### src/rtl/peri_serial_ctrl.sv
// peri_serial_ctrl: MSB-first serial master with chip select, abort and registered outputs
module peri_serial_ctrl #(
  parameter int CLK_DIV = 2
) (
  input  logic        clock,
  input  logic        reset,
  input  logic        start,
  input  logic        abort,
  input  logic [15:0] data_in,
  input  logic [3:0]  len,
  input  logic        P_MISO,
  output logic        busy,
  output logic        done,
  output logic [15:0] rx_data,
  output logic        P_CLOCK,
  output logic        P_DATA,
  output logic        P_CS
);
  typedef enum logic [2:0] {IDLE, SETUP, HIGH, LOW, HOLD, DONE} state_t;
  localparam logic [7:0] RELOAD = 8'(CLK_DIV - 1);
  state_t state, state_n;
  logic [7:0] cnt, cnt_n;
  logic [3:0] idx, idx_n;
  logic [15:0] tx, tx_n, rx_sh, rx_sh_n;
  logic last, act_n;
  assign last = cnt == 8'd0;
  assign act_n = state_n == SETUP || state_n == HIGH || state_n == LOW || state_n == HOLD;
  always_comb begin
    state_n = state;
    cnt_n = last ? 8'd0 : cnt - 8'd1;
    idx_n = idx;
    tx_n = tx;
    rx_sh_n = rx_sh;
    case (state)
      IDLE: if (start && !abort) begin
        state_n = SETUP;
        cnt_n = RELOAD;
        idx_n = len - 4'd1;
        tx_n = data_in;
        rx_sh_n = 16'h0000;
      end
      SETUP: if (last) begin
        state_n = HIGH;
        cnt_n = RELOAD;
      end
      HIGH: begin
        if (cnt == RELOAD) rx_sh_n = {rx_sh[14:0], P_MISO};
        if (last) begin
          state_n = idx == 4'd0 ? HOLD : LOW;
          idx_n = idx == 4'd0 ? idx : idx - 4'd1;
          cnt_n = RELOAD;
        end
      end
      LOW: if (last) begin
        state_n = HIGH;
        cnt_n = RELOAD;
      end
      HOLD: if (last) state_n = DONE;
      DONE: state_n = IDLE;
      default: state_n = IDLE;
    endcase
    if (abort && state != IDLE && state != DONE) begin
      state_n = IDLE;
      cnt_n = 8'd0;
    end
  end
  always_ff @(posedge clock or negedge reset)
    if (!reset) begin
      state <= IDLE;
      cnt <= 8'd0;
      idx <= 4'd0;
      tx <= 16'h0000;
      rx_sh <= 16'h0000;
      rx_data <= 16'h0000;
      busy <= 1'b0;
      done <= 1'b0;
      P_CLOCK <= 1'b0;
      P_DATA <= 1'b0;
      P_CS <= 1'b1;
    end else begin
      state <= state_n;
      cnt <= cnt_n;
      idx <= idx_n;
      tx <= tx_n;
      rx_sh <= rx_sh_n;
      busy <= state_n != IDLE;
      done <= state_n == DONE;
      P_CLOCK <= state_n == HIGH;
      P_DATA <= act_n & tx_n[idx_n];
      P_CS <= !act_n;
      if (state_n == DONE) rx_data <= rx_sh_n;
    end
endmodule

### config.mk
export PLATFORM = sky130hd
export DESIGN_NAME = peri_serial_ctrl
export DESIGN_NICKNAME = d
export VERILOG_FILES = /design/src/rtl/peri_serial_ctrl.sv
export SDC_FILE = /design/constraint.sdc
export NUM_CORES = 1
export LEC_CHECK = 0
export ABC_AREA = 0
export CAP_MARGIN = 20
export CORE_ASPECT_RATIO = 1.75
export CORE_UTILIZATION = 35
export DETAILED_ROUTE_END_ITERATION = 6
export GPL_ROUTABILITY_DRIVEN = 0
export RECOVER_POWER = 50
export SLEW_MARGIN = 0
export SYNTH_ARGS = -nofsm -noshare
export SYNTH_HDL_FRONTEND = slang
export SYNTH_SLANG_ARGS = --single-unit
### constraint.sdc
create_clock -name clock -period 3.5 [get_ports clock]
set_input_delay 0.7 -clock clock [delete_from_list [all_inputs] [get_ports clock]]
set_output_delay 0.7 -clock clock [all_outputs]
set_load 0.1 [all_outputs]
==> impl_metrics.yaml, run 1 <==
timing:
  setup_viol_count_final: 0
  rsz0062_at_grt: "false"
  fin_skew_ns: 0.00562
  tns_ns: 0
  finalHoldViolations: 0
  min_period_ns: 3.02
  fmaxAchievable_mhz: 331
  maxSlewViolCount: 38
  worst_pin_slew_ns: 1.93
  hold_slack_ns: 0.256
  maxSlewHeadroom: -0.284
  final.period_utilization: 0.864
  worst_slack_ns: 0.475
worst_setup_path:
  critPathMaxFanout: 15
  worstReg2RegStart: "cnt[4]"
  r2r_end: "P_DATA"
  critPathArrivalTime_ns: 3.22
  path_class: "input pin to flip-flop"
  reg2reg_depth: 7
  critPathLaunchType: "input pin"
  slowest_delay_ns: 0.61
  required_ns: 3.70
  crit_cells: 9
  slowest_stage: "dlygate4sd3_1"
  cp-end-kind: "flip-flop"
  crit_start: "abort"
  crit_buf_inv: 2
  regToRegSetupSlack_ns: 0.69
  crit_chain: "dlygate4sd3_1 -> nor2_1 -> and3_1 -> clkbuf_1 -> mux2_2 -> a21oi_1 -> nor3_1 -> o31ai_1 -> nor4_1"
  crit_family: "buffers and inverters"
  crit_end: "P_DATA"
synth:
  ys_seq_elements: 68
  syn_avg_cell_area_um2: 11.6
  async_reset_ff_frac: 1.00
  synthesis.nets: 300
  ys_seq_area_frac: 0.544
  mappedNetlistArea_um2: 3130
  ys_warn_count: 0
  ys_types: 52
  synth_edf_count: 0
  syn_inst: 270
  synth_ff_type: "dfrtp_1"
clock_network:
  cts_sinks: 68
  clkSlewWorstSetupHoldPaths_ns: 0.05
  cts_resized: 0
  cts_buffers: 9
  clk_latency_ns: 0.33
  postCtsSetupRepairBufs: 0
  cts_buffer_depth: 2
  htree_num_levels: 3
  cts_tree: "built"
  clock-root-buffer: "clkbuf_16"
  cts_hold_buf: 0
placed_design:
  numPortBuffers: 45
  dp_slack_ns: 0.270
  hpwlAfterDp_um: 4920
power_and_ir_drop:
  clkPwrFrac: 0.317
  intPower_uw: 2010
  peakVddDrop_mv: 0.394
  p_sw_frac: 0.335
  powerDensity_nw_per_um2: 746
  pwr-share-comb: 0.324
  power.switching_uw: 1010
  p_leak_uw: 0.00183
  seqPwrFrac: 0.360
drt:
  drt_iter0_markers: 95
  routedWlPerCell_um: 14.8
  wirelength_um: 6630
  drtPass1Iterations: 4
  ant_nets: 0
  viasPerCell: 4.98
  vias: 2231
  drc_errors: 0
layout:
  fin_nets: 356
  antenna_cells: 0
  drive_gt1_frac: 0.175
  synthToLayoutAreaGrowth_pct: 29.4
floorplan:
  dieArea_um2: 9340
  die_width_um: 73.5
  core-area_um2: 8670
  io_pins: 46
  die_y_um: 127
  start_util: 0.361
  num_rows: 45
global_routing:
  overflow: 0
  track_usage: 0.165
  grt_max_degree: 38
  antenna_found_initial: 0
  grt_pass1_wl_um: 11500
  grt_pass1_vias: 2376
run:
  drv_cap: 1
status:
  status: "finished, violations left"
  violations: "max-capacitance violations, max-slew violations"
hold_path:
  hp-class: "input pin to async pin"
==> per-layer routing <==
layer	track usage	wire length, um
met5	0	0
met4	0.0860	171
met3	0.0434	272
met2	0.280	3570
met1	0.184	2620
==> synthesized netlist by cell type, types with 2 or more instances <==
library cell  count  area (um^2)
buf_2             5         25.0
a31oi_1           2         12.5
and2_1            4         25.0
xnor2_1           4         35.0
xor2_1            4         35.0
nand2_1          30          113
clkbuf_1          4         15.0
mux2_1            2         22.5
a21o_1            3         22.5
nor3_1           12         60.1
mux2_2           26          293
o21ai_0           6         30.0
a21oi_1           6         30.0
nand3_1           3         15.0
o31ai_1           2         15.0
o22ai_1           2         12.5
nor4_1            2         12.5
and3_1            2         12.5
nor2b_1           5         31.3
nor3b_1           5         37.5
buf_4             2         15.0
a211oi_1          2         15.0
inv_1             8         30.0
nor2_1           14         52.6
ha_1              5         62.6
nand2b_1          3         18.8
a22o_1           16          140
dfrtp_1          67         1680
==> state kept, by name, indices dropped and copies added, names as in the netlist <==
name / flops
tx: 16
rx_sh: 16
cnt: 8
state: 3
idx: 4
done: 1
busy: 1
rx_data: 16
P_DATA: 1
P_CLOCK: 1
P_CS: 1
==> cell families after synthesis <==
kind of cell	after synthesis	synth area share
xor gates and xnor gates	8	0.0224
AOI/OAI and AO/OA	54	0.138
buffers and inverters	19	0.0272
muxes	28	0.101
and+or+nand+nor	88	0.148
DFF	68	0.544
adders and majority gates	5	0.0200
==> how the worst min path moves through the flow <==
stage                     slack [ns]   from          to  cells after the start
after floorplan                 0.40  reset     P_CLOCK                      0
after global placement          0.45  tx[4]       tx[4]                      2
after detailed placement        0.46  tx[4]       tx[4]                      2
after CTS                       0.19  reset  rx_data[1]                      1
after global routing            0.27  reset  rx_data[1]                      1
final                           0.26  reset     P_CLOCK                      1
==> final cells by class <==
class,count,area [um^2]
fillers,843,4620
clock inverters,4,72.6
multi-input cells,183,1340
repair buffers,56,509
flip-flops and latches,68,1700
well taps,117,146
clock buffers,12,246
inverters,8,30.0
==> placed cells by master, fill, tap and decap left out, types with 2 or more instances in the layout <==
| cell | netlist | routed |
|---|---|---|
| mux2_2 | 26 | 26 |
| nand2_1 | 30 | 30 |
| clkbuf_16 | 0 | 9 |
| dlygate4sd3_1 | 0 | 2 |
| nand3_1 | 3 | 3 |
| xor2_1 | 4 | 4 |
| nor3_1 | 12 | 12 |
| o22ai_1 | 2 | 2 |
| o31ai_1 | 2 | 2 |
| bufinv_16 | 0 | 2 |
| dfrtp_1 | 67 | 67 |
| buf_4 | 2 | 8 |
| nor4_1 | 2 | 2 |
| o21ai_0 | 6 | 6 |
| nor2b_1 | 5 | 5 |
| and3_1 | 2 | 2 |
| a21o_1 | 3 | 3 |
| ha_1 | 5 | 5 |
| nand2b_1 | 3 | 3 |
| a31oi_1 | 2 | 2 |
| and2_1 | 4 | 2 |
| xnor2_1 | 4 | 4 |
| clkdlybuf4s50_1 | 0 | 41 |
| nor2_1 | 14 | 14 |
| a211oi_1 | 2 | 2 |
| and2_0 | 0 | 2 |
| a22o_1 | 16 | 16 |
| nor3b_1 | 5 | 5 |
| a21oi_1 | 6 | 6 |
| mux2_1 | 2 | 2 |
| inv_1 | 8 | 8 |
| clkbuf_1 | 4 | 7 |
==> power groups by stage <==
stage / clock network [uW] / logic (uW) / registers, uW
final: 956 / 977 / 1090
after global placement: 0 / 973 / 1090
after CTS: 979 / 989 / 1090
after floorplan: 0 / 652 / 1150
after global routing: 1020 / 1090 / 1110
after detailed placement: 0 / 985 / 1100
==> worst reg2reg max path, stage by stage, from the launching register on <==
cell       delay (ns)
dfrtp_1          0.42
nor4_4           0.60
nand2_2          0.19
o41a_4           0.52
nand2_4          0.11
mux2_1           0.33
a2111oi_1        0.41
nor4_1           0.11
==> through the flow <==
step	instances	instance area [um^2]	utilization	total power [uW]
floorplan	270	3130	-	1800
global placement	431	3740	0.431	2070
detailed placement	431	3740	0.431	2080
CTS	447	4060	0.468	3050
global route	448	4050	0.467	3220
finish	448	4050	0.467	3020
Power figures use the tool's default switching activity.
==> run 2, diff against run 1 <==
Settings changed: CORE_ASPECT_RATIO 1.75 to 1.1, REMOVE_ABC_BUFFERS from default to 1.
==> run 2 against run 1 <==
Effect of this change: the flow now finishes without violations; global-route usage down 0.82 points; highest routed layer unchanged; sequential share of layout area grew 1.2 points; via count grew 2.0%; clock skew up 0.0029 ns; hold slack better by 0.22 ns.
==> impl_metrics.yaml, run 2 (synthesis gave the netlist of run 1 again) <==
status:
  status: "complete, no violations"
clock_network:
  cts_buffer_depth: 2
  postCtsSetupRepairBufs: 0
  cts_hold_buf: 0
  cts_resized: 0
  cts_sinks: 68
  clkSlewWorstSetupHoldPaths_ns: 0.08
  cts_buffers: 9
  clock-root-buffer: "clkbuf_8"
  htree_num_levels: 3
  cts_tree: "built"
  clk_latency_ns: 0.35
timing:
  finalHoldViolations: 0
  min_period_ns: 2.97
  rsz0062_at_grt: "false"
  maxSlewHeadroom: 0.205
  worst_pin_slew_ns: 1.20
  final.period_utilization: 0.849
  fmaxAchievable_mhz: 336
  setup_viol_count_final: 0
  fin_skew_ns: 0.00847
  worst_slack_ns: 0.528
  maxSlewViolCount: 0
  tns_ns: 0
floorplan:
  io_pins: 46
  num_rows: 35
  dieArea_um2: 9320
  start_util: 0.366
  core-area_um2: 8540
  die_width_um: 92.2
  die_y_um: 101
drt:
  ant_nets: 0
  routedWlPerCell_um: 14.8
  drt_iter0_markers: 167
  vias: 2275
  viasPerCell: 5.17
  drtPass1Iterations: 5
  wirelength_um: 6510
  drc_errors: 0
power_and_ir_drop:
  pwr-share-comb: 0.347
  power.switching_uw: 1020
  intPower_uw: 1750
  clkPwrFrac: 0.262
  peakVddDrop_mv: 0.307
  powerDensity_nw_per_um2: 705
  p_sw_frac: 0.368
  p_leak_uw: 0.00177
  seqPwrFrac: 0.391
worst_setup_path:
  worstReg2RegStart: "cnt[0]"
  critPathArrivalTime_ns: 3.19
  reg2reg_depth: 9
  critPathMaxFanout: 8
  required_ns: 3.72
  cp-end-kind: "flip-flop"
  regToRegSetupSlack_ns: 0.53
  r2r_end: "P_DATA"
  critPathLaunchType: "flip-flop"
  path_class: "flip-flop to flip-flop"
hold_path:
  hold_depth: 2
  hp-class: "flip-flop to flip-flop"
  worstHoldEndpoint: "tx[6]"
  hold_start: "tx[6]"
layout:
  fin_nets: 354
  layout_common_cells: "dfrtp_1 (67), clkdlybuf4s50_1 (42), nand2_1 (31), mux2_2 (26), a22o_1 (16)"
  fin_util: 0.461
  layout_commonest_cell: "dfrtp_1"
  synthToLayoutAreaGrowth_pct: 25.7
  fillers: 802
  antenna_cells: 0
  top_regs: "rx_data: 16 flops, rx_sh: 16 flops, tx: 16 flops"
  drive_gt1_frac: 0.176
placed_design:
  hpwlAfterDp_um: 4540
  numPortBuffers: 45
  dp_slack_ns: 0.304
run:
  drv_cap: 0
global_routing:
  grt_pass1_wl_um: 11300
  grt_max_degree: 39
  overflow: 0
  grt_pass1_vias: 2357
  antenna_found_initial: 0
  track_usage: 0.156
==> run 2: changes by cell type in the layout (fill, tap and decap cells not counted), sizes merged <==
cell           change
buf                -2
clkdlybuf4s50      +1
inv                +1
dlygate4sd3        -1
clkbuf             -3
clkinvlp           +2
==> run 2: final cells by class <==
class	instances	area, um^2	share of cell area
flip-flops and latches	68	1700	0.433
multi-input cells	183	1340	0.340
repair buffers	54	499	0.127
well taps	111	139	0.0353
clock buffers	9	124	0.0315
clock inverters	7	100	0.0254
inverters	8	30.0	0.00763
==> run 2: per-stage QoR <==
stage / power [uW] / instance area [um^2] / hold slack [ns] / cells
CTS: 2800 / 3950 / 0.289 / 440
detailed placement: 2070 / 3730 / 0.454 / 424
floorplan: 1780 / 3070 / 0.404 / 259
global placement: 2040 / 3720 / 0.461 / 423
finish: 2770 / 3930 / 0.474 / 440
global route: 2960 / 3930 / 0.497 / 440
==> run 2: layer usage <==
metal	part of all wire	GRT usage	up-vias
met2	0.44	0.244	50
met4	0.014	0.0601	0
met3	0.059	0.0556	8
li1	-	-	1078
met1	0.49	0.201	1139
met5	0	0	-
==> run 2: how the worst max path moves through the flow <==
stage                     depth (start not counted)   start  slack [ns]         end
after global routing                              9  cnt[0]        0.30      P_DATA
after global placement                            9   abort        0.27      P_DATA
after detailed placement                          8   abort        0.30      P_DATA
after floorplan                                   5   abort        0.55  rx_data[0]
final                                             9  cnt[0]        0.53      P_DATA
after CTS                                         9  cnt[0]        0.59      P_DATA
==> run 2: worst max-delay path: stages, from the launching register on <==
cell	delay, ns
dfrtp_1	0.44
inv_1	0.10
ha_1	0.15
nor3b_2	0.43
nand2_1	0.27
o41a_4	0.53
nand2_4	0.10
mux2_1	0.34
a2111oi_1	0.40
nor4_1	0.11
==> run 2: power groups by stage <==
stage / registers [uW] / clock network [uW] / logic, uW
6_report: 1080 / 725 / 962
5_1_grt: 1110 / 776 / 1080
4_1_cts: 1090 / 745 / 973
3_5_place_dp: 1100 / 0 / 966
3_3_place_gp: 1090 / 0 / 949
2_1_floorplan: 1160 / 0 / 624
==> run 3, diff against run 2 <==
Clock period 3.5 ns to 2.5 ns, I/O delays scaled along.
==> run 3 against run 2 <==
Effect of this change: the run now ends with max-capacitance violations, max-slew violations left; wire length increased by 8.9%; critical path depth increased by 2; clock skew increased by 0.0026 ns; highest routed layer unchanged; largest power group is now combinational cells; count of clock-buffer cells in the layout is the same.
==> impl_metrics.yaml, run 3 (synthesis gave the netlist of run 1 again) <==
status:
  status: "finished, violations left"
  violations: "max-capacitance violations, max-slew violations"
floorplan:
  die_y_um: 101
  core-area_um2: 8540
  num_rows: 35
  start_util: 0.366
  io_pins: 46
  die_width_um: 92.2
  dieArea_um2: 9320
timing:
  setup_viol_count_final: 0
  worst_pin_slew_ns: 1.66
  fin_skew_ns: 0.0110
  tns_ns: 0
  worst_slack_ns: 0.0347
  final.period_utilization: 0.986
  maxSlewHeadroom: -0.104
  fmaxAchievable_mhz: 406
  min_period_ns: 2.47
  finalHoldViolations: 0
  maxSlewViolCount: 69
global_routing:
  grt_max_degree: 69
  top_usage_layer: "met2"
  overflow: 0
  use_met1: 0.216
  grt.met3_usage: 0.0503
  grt_pass1_wl_um: 11800
  track_usage: 0.163
  antenna_found_initial: 0
  met2_usage: 0.250
  grt_pass1_vias: 2439
worst_setup_path:
  worstReg2RegStart: "cnt[1]"
  r2r_end: "P_DATA"
  regToRegSetupSlack_ns: 0.03
  crit_start: "cnt[1]"
  path_class: "flip-flop to flip-flop"
  crit_end: "P_DATA"
  critPathLaunchType: "flip-flop"
  cp-end-kind: "flip-flop"
  critPathMaxFanout: 7
  reg2reg_depth: 11
  required_ns: 2.75
  critPathArrivalTime_ns: 2.72
power_and_ir_drop:
  powerDensity_nw_per_um2: 1040
  clkPwrFrac: 0.234
  power.switching_uw: 1650
  peakVddDrop_mv: 0.477
  seqPwrFrac: 0.338
  intPower_uw: 2800
  p_sw_frac: 0.370
  p_leak_uw: 0.00200
  pwr-share-comb: 0.428
layout:
  drive_gt1_frac: 0.353
  antenna_cells: 0
  layout_common_cells: "dfrtp_1 (67), buf_4 (50), nand2_1 (30), mux2_2 (27), clkdlybuf4s50_1 (23)"
  synthToLayoutAreaGrowth_pct: 36.5
  fin_nets: 388
  fin_util: 0.500
  stdcell_count: 474
  final-seq-area_um2: 1700
  top_regs: "rx_data: 16 flops, rx_sh: 16 flops, tx: 16 flops"
  multiInputGateArea_um2: 1470
  layout_commonest_cell: "dfrtp_1"
  fillers: 783
clock_network:
  cts_sinks: 68
  clkSlewWorstSetupHoldPaths_ns: 0.09
  clk_latency_ns: 0.35
  htree_num_levels: 3
  cts_hold_buf: 0
  cts_tree: "built"
  cts_buffer_depth: 2
  cts_buffers: 9
  clock-root-buffer: "clkbuf_8"
drt:
  wirelength_um: 7090
  viasPerCell: 5.05
  drt_iter0_markers: 134
  ant_nets: 0
  drc_errors: 0
  routedWlPerCell_um: 15.0
  vias: 2396
  drtPass1Iterations: 4
placed_design:
  place_inst: 454
  hpwlAfterDp_um: 4890
  numPortBuffers: 45
  dp_slack_ns: -0.430
run:
  drv_cap: 1
hold_path:
  hp-class: "flip-flop to flip-flop"
  hold_start: "tx[5]"
run 3: cell types whose count changed in the layout (fill, tap and decap cells not counted), moves of 3 or more:
cell             delta
buf_4              +45
clkbuf_1            +6
clkdlybuf4s50_1    -19
nor3_1              -4
nor3_2              +3
run 3: area by class of cell:
cell class / instances / area share
clock buffer: 9 / 0.0290
clock inverter: 7 / 0.0246
inverter: 8 / 0.00703
multi-input combinational: 183 / 0.343
sequential: 68 / 0.399
tap: 111 / 0.0325
timing repair buffer: 88 / 0.165
run 3: how the worst min path moves through the flow:
stage | endpoint | slack, ns | cells past startpoint
6_report | tx[5] | 0.48 | 2
5_1_grt | tx[12] | 0.51 | 2
4_1_cts | tx[4] | 0.16 | 2
3_5_place_dp | tx[5] | 0.47 | 2
3_3_place_gp | tx[5] | 0.46 | 2
2_1_floorplan | P_CLOCK | 0.20 | 0
run 3: metal layers:
metal / up-vias / routed length (um)
li1: 1140 / -
met1: 1187 / 3090
met2: 59 / 3530
met3: 10 / 355
met4: 0 / 115
met5: - / 0
run 3: timing repair:
action	4_1_cts	5_1_grt
setup buffers	0	4
gates resized for setup	2	27
pin swaps	0	4
cloned	0	0
endpoints found under the setup margin	1	18
run 3: critical path, cell delays in order, from the launching register on:
cell and delay, ns:
dfrtp_1 0.39, inv_2 0.06, ha_1 0.18, nor3b_4 0.16, buf_6 0.13, and2_1 0.16
and3_1 0.18, o211ai_1 0.40, buf_4 0.24, o211a_1 0.17, o31ai_1 0.08, nor4_1 0.22
run 3: metrics by stage:
| step | cell area, um^2 | total power [uW] | hold slack (ns) |
|---|---|---|---|
| after floorplan | 3070 | 2500 | 0.204 |
| after global placement | 3920 | 3100 | 0.459 |
| after detailed placement | 3920 | 3120 | 0.465 |
| after CTS | 4160 | 4210 | 0.163 |
| after global routing | 4270 | 4730 | 0.507 |
| final | 4270 | 4440 | 0.483 |
run 3: power groups by stage:
stage | clock, uW | sequential (uW) | combinational [uW]
2_1_floorplan | 0 | 1620 | 873
3_3_place_gp | 0 | 1500 | 1600
3_5_place_dp | 0 | 1510 | 1610
4_1_cts | 1080 | 1490 | 1640
5_1_grt | 1120 | 1530 | 2080
6_report | 1040 | 1500 | 1900
